`config.mk`:
```
export PLATFORM = sky130hd
export DESIGN_NAME = instr_fetch
export DESIGN_NICKNAME = d
export VERILOG_FILES = /design/src/rtl/instr_fetch_pkg.sv /design/src/rtl/fetch_buf2.sv /design/src/rtl/instr_fetch.sv
export SDC_FILE = /design/constraint.sdc
export NUM_CORES = 1
export LEC_CHECK = 0
export CORE_ASPECT_RATIO = 1.1
export CORE_MARGIN = 4
export CORE_UTILIZATION = 58
export CTS_BUF_LIST = sky130_fd_sc_hd__clkbuf_8
export CTS_CLUSTER_DIAMETER = 40
export DETAILED_ROUTE_END_ITERATION = 10
export GPL_TIMING_DRIVEN = 0
export PLACE_DENSITY = 0.83
export SKIP_LAST_GASP = 1
export SLEW_MARGIN = 0
export SYNTH_ARGS = -nofsm -noshare
export SYNTH_HDL_FRONTEND = slang
export SYNTH_HIERARCHICAL = 1
export SYNTH_SLANG_ARGS = --single-unit
```
`constraint.sdc`:
```
create_clock -name clk -period 4.57 [get_ports clk]
set_input_delay 1.1425 -clock clk [delete_from_list [all_inputs] [get_ports clk]]
set_output_delay 1.1425 -clock clk [all_outputs]
set_load 0.02 [all_outputs]
```
`src/rtl/instr_fetch_pkg.sv`:
```
// Shared constants, types and helpers for the instruction fetch stage.
package instr_fetch_pkg;

    localparam int          DEFAULT_DATA_WIDTH = 32;
    localparam int          DEFAULT_ADDR_W     = 10;
    localparam int          I_BRAM_DEPTH       = 1 << DEFAULT_ADDR_W;
    localparam logic [31:0] DEFAULT_RESET_PC   = 32'h0000_0000;
    localparam logic [31:0] INSTR_BYTES        = 32'd4;

    typedef logic [31:0] pc_t;

    // A redirect target that is not word aligned cannot be fetched.
    function automatic logic pc_misaligned(input pc_t pc);
        return pc[1:0] != 2'b00;
    endfunction

endpackage

```
`src/rtl/fetch_buf2.sv`:
```
// Two-entry {pc, instr} FIFO sitting between the BRAM return path and the
// decoder handshake. Entry 0 is always the head; a pop shifts entry 1 down.
module fetch_buf2
    import instr_fetch_pkg::*;
#(
    parameter int DW = DEFAULT_DATA_WIDTH
) (
    input  logic          clk,
    input  logic          rst,
    input  logic          push_i,
    input  pc_t           push_pc_i,
    input  logic [DW-1:0] push_instr_i,
    input  logic          pop_i,
    input  logic          flush_i,
    output logic [1:0]    count_o,
    output pc_t           head_pc_o,
    output logic [DW-1:0] head_instr_o
);

    pc_t           pc0_q, pc0_d, pc1_q, pc1_d;
    logic [DW-1:0] instr0_q, instr0_d, instr1_q, instr1_d;
    logic [1:0]    count_q, count_d;
    logic          doPop, doPush;
    logic [1:0]    wrSlot;

    // Next-state: flush beats everything, otherwise shift on pop and write the first free slot on push.
    always_comb begin
        pc0_d    = pc0_q;
        pc1_d    = pc1_q;
        instr0_d = instr0_q;
        instr1_d = instr1_q;
        count_d  = count_q;
        doPop    = pop_i && (count_q != 2'd0);
        doPush   = push_i && ((count_q != 2'd2) || doPop);
        wrSlot   = count_q - {1'b0, doPop};
        if (flush_i) begin
            count_d = 2'd0;
        end else begin
            if (doPop) begin
                pc0_d    = pc1_q;
                instr0_d = instr1_q;
            end
            if (doPush) begin
                if (wrSlot == 2'd0) begin
                    pc0_d    = push_pc_i;
                    instr0_d = push_instr_i;
                end else begin
                    pc1_d    = push_pc_i;
                    instr1_d = push_instr_i;
                end
            end
            count_d = count_q + {1'b0, doPush} - {1'b0, doPop};
        end
    end

    // Storage registers with synchronous active-low reset.
    always_ff @(posedge clk) begin
        if (!rst) begin
            pc0_q    <= '0;
            pc1_q    <= '0;
            instr0_q <= '0;
            instr1_q <= '0;
            count_q  <= 2'd0;
        end else begin
            pc0_q    <= pc0_d;
            pc1_q    <= pc1_d;
            instr0_q <= instr0_d;
            instr1_q <= instr1_d;
            count_q  <= count_d;
        end
    end

    assign count_o      = count_q;
    assign head_pc_o    = (count_q != 2'd0) ? pc0_q : '0;
    assign head_instr_o = (count_q != 2'd0) ? instr0_q : '0;

endmodule

```
`src/rtl/instr_fetch.sv`:
```
// Fetch stage: issues BRAM reads, absorbs the one-cycle read latency and
// hands {pc, instr} to the decoder. An epoch bit tags each request so data
// returning after a redirect is discarded instead of entering the buffer.
module instr_fetch
    import instr_fetch_pkg::*;
#(
    parameter logic [31:0] RESET_PC   = DEFAULT_RESET_PC,
    parameter int          ADDR_W     = DEFAULT_ADDR_W,
    parameter int          DATA_WIDTH = DEFAULT_DATA_WIDTH
) (
    input  logic                  clk,
    input  logic                  rst,
    input  logic                  fetch_en,
    input  logic                  redirect_valid,
    input  logic [31:0]           redirect_pc,
    output logic [ADDR_W-1:0]     bram_r_addr,
    output logic                  bram_r_enb,
    input  logic [DATA_WIDTH-1:0] bram_r_dat,
    output logic                  if_valid,
    input  logic                  if_ready,
    output logic [31:0]           if_pc,
    output logic [DATA_WIDTH-1:0] if_instr,
    output logic                  fetch_fault
);

    pc_t        fetch_pc_q, fetch_pc_d;
    pc_t        inflight_pc_q, inflight_pc_d;
    logic       inflight_q, inflight_d;
    logic       inflight_epoch_q, inflight_epoch_d;
    logic       epoch_q, epoch_d;
    logic       fault_q, fault_d;
    logic [1:0] bufCount;
    logic       pop, push, issue;
    logic [2:0] occupancy;

    // Slots already committed (in flight plus buffered) after this cycle's pop; never allow more than two.
    assign pop       = if_valid && if_ready;
    assign occupancy = {2'b00, inflight_q} + {1'b0, bufCount} - {2'b00, pop};
    assign issue     = rst && fetch_en && !fault_q && !redirect_valid && (occupancy < 3'd2);
    assign push      = inflight_q && (inflight_epoch_q == epoch_q);

    fetch_buf2 #(
        .DW(DATA_WIDTH)
    ) u_buf (
        .clk          (clk),
        .rst          (rst),
        .push_i       (push),
        .push_pc_i    (inflight_pc_q),
        .push_instr_i (bram_r_dat),
        .pop_i        (pop && !redirect_valid),
        .flush_i      (redirect_valid),
        .count_o      (bufCount),
        .head_pc_o    (if_pc),
        .head_instr_o (if_instr)
    );

    // Next-state for the PC, in-flight tag, epoch and fault flag; a redirect overrides sequential advance.
    always_comb begin
        fetch_pc_d       = fetch_pc_q;
        inflight_d       = issue;
        inflight_pc_d    = inflight_pc_q;
        inflight_epoch_d = inflight_epoch_q;
        epoch_d          = epoch_q;
        fault_d          = fault_q;
        if (issue) begin
            fetch_pc_d       = fetch_pc_q + INSTR_BYTES;
            inflight_pc_d    = fetch_pc_q;
            inflight_epoch_d = epoch_q;
        end
        if (redirect_valid) begin
            fetch_pc_d = redirect_pc;
            epoch_d    = ~epoch_q;
            fault_d    = pc_misaligned(redirect_pc);
        end
    end

    // Control registers with synchronous active-low reset; reset wins over any redirect or return.
    always_ff @(posedge clk) begin
        if (!rst) begin
            fetch_pc_q       <= RESET_PC;
            inflight_q       <= 1'b0;
            inflight_pc_q    <= '0;
            inflight_epoch_q <= 1'b0;
            epoch_q          <= 1'b0;
            fault_q          <= 1'b0;
        end else begin
            fetch_pc_q       <= fetch_pc_d;
            inflight_q       <= inflight_d;
            inflight_pc_q    <= inflight_pc_d;
            inflight_epoch_q <= inflight_epoch_d;
            epoch_q          <= epoch_d;
            fault_q          <= fault_d;
        end
    end

    assign bram_r_addr = fetch_pc_q[ADDR_W+1:2];
    assign bram_r_enb  = issue;
    assign if_valid    = (bufCount != 2'd0);
    assign fetch_fault = fault_q;

endmodule
```
==> results.py, run 1 <==
metrics = {
    "global_routing": {
        "grt_pass1_wl_um": 56880,
        "antenna_found_initial": 0,
        "overflow": 0,
        "grt_pass1_vias": 11190,
        "grt_max_degree": 21,
        "grt_usage": 0.3154,
    },
    "layout": {
        "final_cells": 1778,
        "seqCellArea_um2": 3964,
        "multi_input_area_um2": 6321,
        "fin_area_um2": 13330,
        "nets": 1595,
        "num-fill-cells": 1562,
        "antenna-diode-count": 0,
        "drive_gt1_frac": 0.08534,
        "area_growth_pct": 19.60,
    },
    "place": {
        "gp_congestion": 0.8949,
        "dp.cells": 1744,
        "port_buffers": 145,
        "detailed_place_hpwl_um": 25200,
        "placed_cell_area_um2": 12900,
        "dp_slack_ns": -1.132,
    },
    "route": {
        "via_per_inst": 6.624,
        "drt_drc_violations_left": 0,
        "route.vias.total": 11780,
        "dr.first_iter.drc_count": 1031,
        "firstDrtPassIters": 7,
        "wl_per_cell_um": 19.69,
        "drt-total-wl_um": 35000,
        "antenna_left": 0,
    },
    "floorplanning": {
        "die_h_um": 153.4,
        "fp.dieW_um": 140.2,
        "io_pins": 146,
        "start_util": 0.5988,
        "rows": 52,
        "dieArea_um2": 21490,
        "core_area_um2": 18610,
    },
    "worst_setup_path": {
        "r2r_cells": 13,
        "r2r_slack_ns": 0.76,
        "end_kind": "output pin",
        "r2r-start": "u_buf/count_o[0]",
        "worstPathArrival_ns": 3.25,
        "required_ns": 3.43,
        "critPathLaunchType": "flip-flop",
        "crit_start": "u_buf/count_o[0]",
        "endpoint": "bram_r_enb",
        "path_class": "flip-flop to output pin",
        "r2r-end": "fetch_pc_q[15]",
        "cp_max_fo": 10,
    },
    "clocking": {
        "clk_pin_slew_ns": 0.11,
        "clk_latency_ns": 0.49,
        "cts_tree": "done",
        "hold_buffers": 0,
        "cts_root_buf": "clkbuf_8",
        "cts.sinks": 198,
        "clockBufferDepth": 2,
        "numCtsBuffers": 17,
        "h-tree-depth": 4,
    },
    "yosys": {
        "yosys-top-cells-area": "dfxtp_1 (36%), o32ai_1 (5.0%), o41ai_1 (5.0%)",
        "postSynth.asyncResetShare": 0,
        "yosysTopAreaCell": "dfxtp_1",
        "seq_area_frac_synth": 0.3558,
        "yosysWarnings": 6,
        "yosysMostFrequentCell": "dfxtp_1",
        "avgSynthCellArea_um2": 8.217,
        "ys_seq_elements": 198,
        "syn_inst": 1356,
        "synth_top_area_frac": 0.3558,
        "synth_ff_type": "dfxtp_1",
        "synthTopCellsByCount": "dfxtp_1 (198), clkbuf_1 (97), nand2_1 (92)",
        "synth_area_um2": 11140,
        "synth_edf_count": 0,
        "ys_types": 60,
        "synth_fp_nets": 1429,
    },
    "timing": {
        "period_share": 0.9606,
        "min_period_ns": 4.390,
        "fmax_mhz": 227.8,
        "slew_headroom": 0.1757,
        "setup_ws_ns": 0.1801,
        "drv_slew": 0,
        "rsz0062_at_grt": "false",
        "hold_violations": 0,
        "hold_ws_ns": 0.4760,
        "skew_ns": 0.01566,
        "tightest_slew_ns": 1.228,
        "setup_viol": 0,
    },
    "status": {
        "status": "finished clean",
    },
    "hold_path": {
        "hold_class": "flip-flop to flip-flop",
    },
    "job": {
        "maxCapViolCount": 0,
    },
    "pwr": {
        "ir_worst_vdd_mv": 0.1796,
        "power.density_nw_per_um2": 247.5,
        "p_leak_nw": 4.064,
    },
}
-- worst min-delay path by stage --
stage | start | end | slack (ns) | depth (start not counted)
after CTS | fetch_pc_q[1] | inflight_pc_q[1] | 0.48 | 2
after global placement | fetch_pc_q[1] | inflight_pc_q[1] | 0.45 | 2
after global routing | fetch_pc_q[1] | inflight_pc_q[1] | 0.50 | 2
after detailed placement | fetch_pc_q[1] | inflight_pc_q[1] | 0.46 | 2
final | fetch_pc_q[1] | inflight_pc_q[1] | 0.48 | 2
after floorplan | fetch_pc_q[0] | inflight_pc_q[0] | 0.43 | 2
-- power by group --
part,internal [mW],total [mW],switching [mW]
Combinational,0.153,0.363,0.210
Clock,0.412,1.13,0.718
Sequential,1.76,1.81,0.0405
Total,2.33,3.30,0.968
-- per-stage QoR --
stage / total power, mW / util / TNS, ns
finish: 3.298 / 0.7161 / 0
global route: 3.419 / 0.7161 / 0
CTS: 3.301 / 0.7160 / 0
detailed placement: 2.194 / 0.6931 / -1.159
global placement: 2.189 / 0.6931 / -1.122
floorplan: 2.029 / - / 0
-- timing repair --
action | CTS | global route
setup endpoints to repair | 1 | 1
gates resized for setup | 13 | 1
gates cloned | 0 | 0
setup buffers | 3 | 0
pin swaps | 1 | 3
hold endpoints to repair | 0 | 0
-- placed cells by master, fill, tap and decap left out, types with 10 or more instances in the layout --
cell type | Yosys | layout
a2111oi_0 | 54 | 54
a2111oi_2 | 10 | 10
a211oi_1 | 64 | 64
a21boi_0 | 19 | 19
a21boi_1 | 45 | 45
a21oi_1 | 54 | 54
and2_1 | 71 | 71
buf_1 | 11 | 11
buf_2 | 48 | 46
buf_4 | 14 | 18
clkbuf_1 | 97 | 97
clkbuf_8 | 0 | 17
clkdlybuf4s50_1 | 0 | 143
dfxtp_1 | 198 | 198
nand2_1 | 92 | 92
nand3_1 | 78 | 78
nand4_1 | 11 | 11
nor2_1 | 19 | 19
nor2b_1 | 67 | 67
nor3_1 | 72 | 72
o21ai_0 | 84 | 84
o32ai_1 | 64 | 64
o41ai_1 | 64 | 64
xnor2_1 | 11 | 11
-- layer usage --
metal  global-route usage  vias to the layer above  wire, um
met1               0.4011                     5393     13680
met4               0.1495                        0      1575
met2               0.5167                      737     16470
li1                     -                     5508         -
met5                    0                        -         0
met3              0.05781                      139      3276
-- critical path, cell delays in order (launching register included) --
cell and delay [ns]:
dfxtp_1 0.45, or2_2 0.38, and2_1 0.17, ha_1 0.26, nand2b_1 0.16, fa_1 0.53
nand3b_1 0.09, or3_4 0.43, inv_6 0.07, buf_12 0.09, buf_4 0.13
-- kinds of logic (layout without fill, tap and decap cells) --
family,count (synthesis),after routing,share of synthesized area
AO/OA/AOI/OAI,488,488,0.3245
XOR/XNOR,12,12,0.009433
adder cells (fa/ha/maj),4,4,0.005166
buffers and inverters,189,368,0.07737
flip-flops,198,198,0.3558
multiplexers,12,12,0.01168
AND/OR/NAND/NOR,453,453,0.2161
-- registers in the layout, indices dropped and copies added, names as in the netlist --
name,cells
fetch_pc_q,32
inflight_pc_q,32
u_buf/instr0_q,32
u_buf/instr1_q,32
u_buf/pc0_q,32
u_buf/pc1_q,32
u_buf/count_o,2
epoch_q,1
fetch_fault,1
inflight_epoch_q,1
inflight_q,1
-- layout make-up --
cell class	count	share of cell area
clock inverter	15	0.01136
clock buffer	17	0.01756
timing repair buffer	148	0.1106
inverter	12	0.003756
tap	243	0.02282
sequential	198	0.2975
buffer	176	0.06207
multi-input combinational	969	0.4744
(Power assumes the default switching activity.)
==> run 2: changes to the inputs <==
--- a/config.mk
+++ b/config.mk
@@ -19,3 +19,4 @@
 export SYNTH_HDL_FRONTEND = slang
 export SYNTH_HIERARCHICAL = 1
 export SYNTH_SLANG_ARGS = --single-unit
+export TNS_END_PERCENT = 1
==> results of run 2 <==
No change in the layout: final DEF, timing and power equal those of run 1.
==> run 3: changes to the inputs <==
--- a/config.mk
+++ b/config.mk
@@ -10,6 +10,7 @@
 export CORE_UTILIZATION = 58
 export CTS_BUF_LIST = sky130_fd_sc_hd__clkbuf_8
 export CTS_CLUSTER_DIAMETER = 40
+export CTS_CLUSTER_SIZE = 28
 export DETAILED_ROUTE_END_ITERATION = 10
 export GPL_TIMING_DRIVEN = 0
 export PLACE_DENSITY = 0.83
==> results of run 3 <==
No change in the layout: final DEF, timing and power equal those of run 1.
==> variant (flow settings as in run 3) <==
Make the reset (`rst`) asynchronous in 2 clocked blocks. Comments in the files are not updated.
--- a/src/rtl/fetch_buf2.sv
+++ b/src/rtl/fetch_buf2.sv
@@ -54,7 +54,7 @@
     end
 
     // Storage registers with synchronous active-low reset.
-    always_ff @(posedge clk) begin
+    always_ff @(posedge clk or negedge rst) begin
         if (!rst) begin
             pc0_q    <= '0;
             pc1_q    <= '0;
--- a/src/rtl/instr_fetch.sv
+++ b/src/rtl/instr_fetch.sv
@@ -75,7 +75,7 @@
     end
 
     // Control registers with synchronous active-low reset; reset wins over any redirect or return.
-    always_ff @(posedge clk) begin
+    always_ff @(posedge clk or negedge rst) begin
         if (!rst) begin
             fetch_pc_q       <= RESET_PC;
             inflight_q       <= 1'b0;
Function: differs if rst is asserted again (counterexample within 4 cycles, from zero or initial values and one cycle with rst low); with rst held inactive, the same outputs for 4 cycles.
==> variant against run 3 <==
  * Power grew 20%
  * Utilization grew 0.92 points
  * Final area shrank 11%
  * Wire length shrank 35%
  * Register-to-register slack gained 0.02 ns
  * Area after synthesis shrank 14%
  * Clock skew shrank 0.0055 ns
  * Setup slack lost 0.10 ns
  * Sequential cell count is the same
  * Critical path type is now in2out
  * Critical endpoint unchanged
  * Highest routed layer unchanged
==> variant: results (changes against run 3) <==
| Metric | Value |
|---|---|
| Max Clk Rate | 222 MHz (was 228 MHz) |
| Post-Synth Adder-Cell Area | 0.728% (was 0.517%) |
| Unique masters post-synth | 43 (was 60) |
| Combinational share of power | 14.0% (was 11.0%) |
| Static Leak | 5.89 nW (was 4.06 nW) |
| Ys async rst share | 100% (was 0%) |
| Switching share of power | 26.0% (was 29.3%) |
| Skew-Pair Late Insertion Delay | 0.46 ns (was 0.49 ns) |
| CP max FO | 2 (was 10) |
| Min Hold Slack | 0.483 ns (was 0.476 ns) |
| Worst Path Arrival | 3.35 ns (was 3.25 ns) |
| Hold endpoint | u_buf/instr1_q[22]$_DFFE_PN0P_ (was inflight_pc_q[1]$_SDFFE_PN0P_) |
| Status | finished, final reports clean (unchanged) |
| Seq power | 2.24 mW (was 1.81 mW) |
| WL final | 22600 um (was 35000 um) |
| HPWL Detailed | 15700 um (was 25200 um) |
| Part of the power in registers | 56.5% (was 54.7%) |
| DRT iter0 DRCs | 477 (was 1031) |
| Largest net degree at the start of global routing | 102 (was 21) |
| Reg2Reg Setup Slack | 0.78 ns (was 0.76 ns) |
| Area of placed instances | 0.0114 mm2 (was 0.0129 mm2) |
| Sequential area share after synthesis | 51.5% (was 35.6%) |
| Top delay family on crit path | adder cells (was simple AND/OR/NAND/NOR gates) |
| RePlAce Congestion | 0.817 (was 0.895) |
| Vias per cell | 5.73 (was 6.62) |
| Dpl ws | -0.978 ns (was -1.13 ns) |
| Startpoint of the worst hold path | u_buf/instr1_q[22]$_DFFE_PN0P_ (was fetch_pc_q[1]$_SDFFE_PN0P_) |
| Worst slew pin tran | 0.773 ns (was 1.23 ns) |
| Vias in the first global route | 7022 (was 11200) |
| R2R depth | 12 (was 13) |
| Post-synth top cells | dfrtp_1, and3_1, and2_1 (was dfxtp_1, clkbuf_1, nand2_1) |
| Critical path launch point | if_ready (was u_buf/count_o[0]$_SDFF_PP0_) |
[variant: changes by cell type in the layout (fill, tap and decap cells not counted), sizes merged, moves of 64 or more]
| cell | change |
|---|---|
| nor2b | -65 |
| mux2 | +95 |
| o32ai | -64 |
| o2bb2ai | +64 |
| a2111oi | -64 |
| nand3 | -65 |
| o41ai | -64 |
| dfrtp | +198 |
| dfxtp | -198 |
| a211oi | -64 |
| a21boi | -64 |
| nor3 | -67 |
[variant: logic make-up (layout without fill, tap and decap cells)]
group	count (synthesis)	after routing
and+or+nand+nor	231	231
adders and majority gates	5	5
muxes	165	165
DFF	198	198
buffers and inverters	75	256
xor gates and xnor gates	34	34
AOI/OAI and AO/OA	97	97
[variant: routing by layer]
| layer | routed length [um] | track usage (%) | part of all wire, % | up-vias |
|---|---|---|---|---|
| met5 | 0 | 0 | 0 | - |
| met4 | 230 | 5.85 | 1.0 | 0 |
| met3 | 1040 | 3.93 | 4.6 | 20 |
| met2 | 11100 | 41.3 | 49 | 185 |
| met1 | 10200 | 35.0 | 45 | 3414 |
| li1 | - | - | - | 3202 |
[variant: timing repair]
item	CTS	global route
setup endpoints to repair	1	1
resized for setup	7	3
setup buffers	3	1
pin swaps	1	2
[variant: final cells by class]
class	count	area (um2)
plain buffers	71	374
clock buffers	17	234
clock inverters	14	171
fillers	1165	4480
inverters	4	15.0
multi-input cells	532	4310
flip-flops and latches	198	4950
well taps	204	255
repair buffers	150	1510
[variant: per-stage QoR]
| stage | setup TNS (ns) | instances | utilization (%) |
|---|---|---|---|
| after floorplan | 0 | 805 | - |
| after global placement | -1529.45 | 1154 | 69.5 |
| after detailed placement | -0.978 | 1155 | 69.7 |
| after CTS | 0 | 1189 | 72.4 |
| after global routing | -0.00990 | 1190 | 72.5 |
| final | 0 | 1190 | 72.5 |
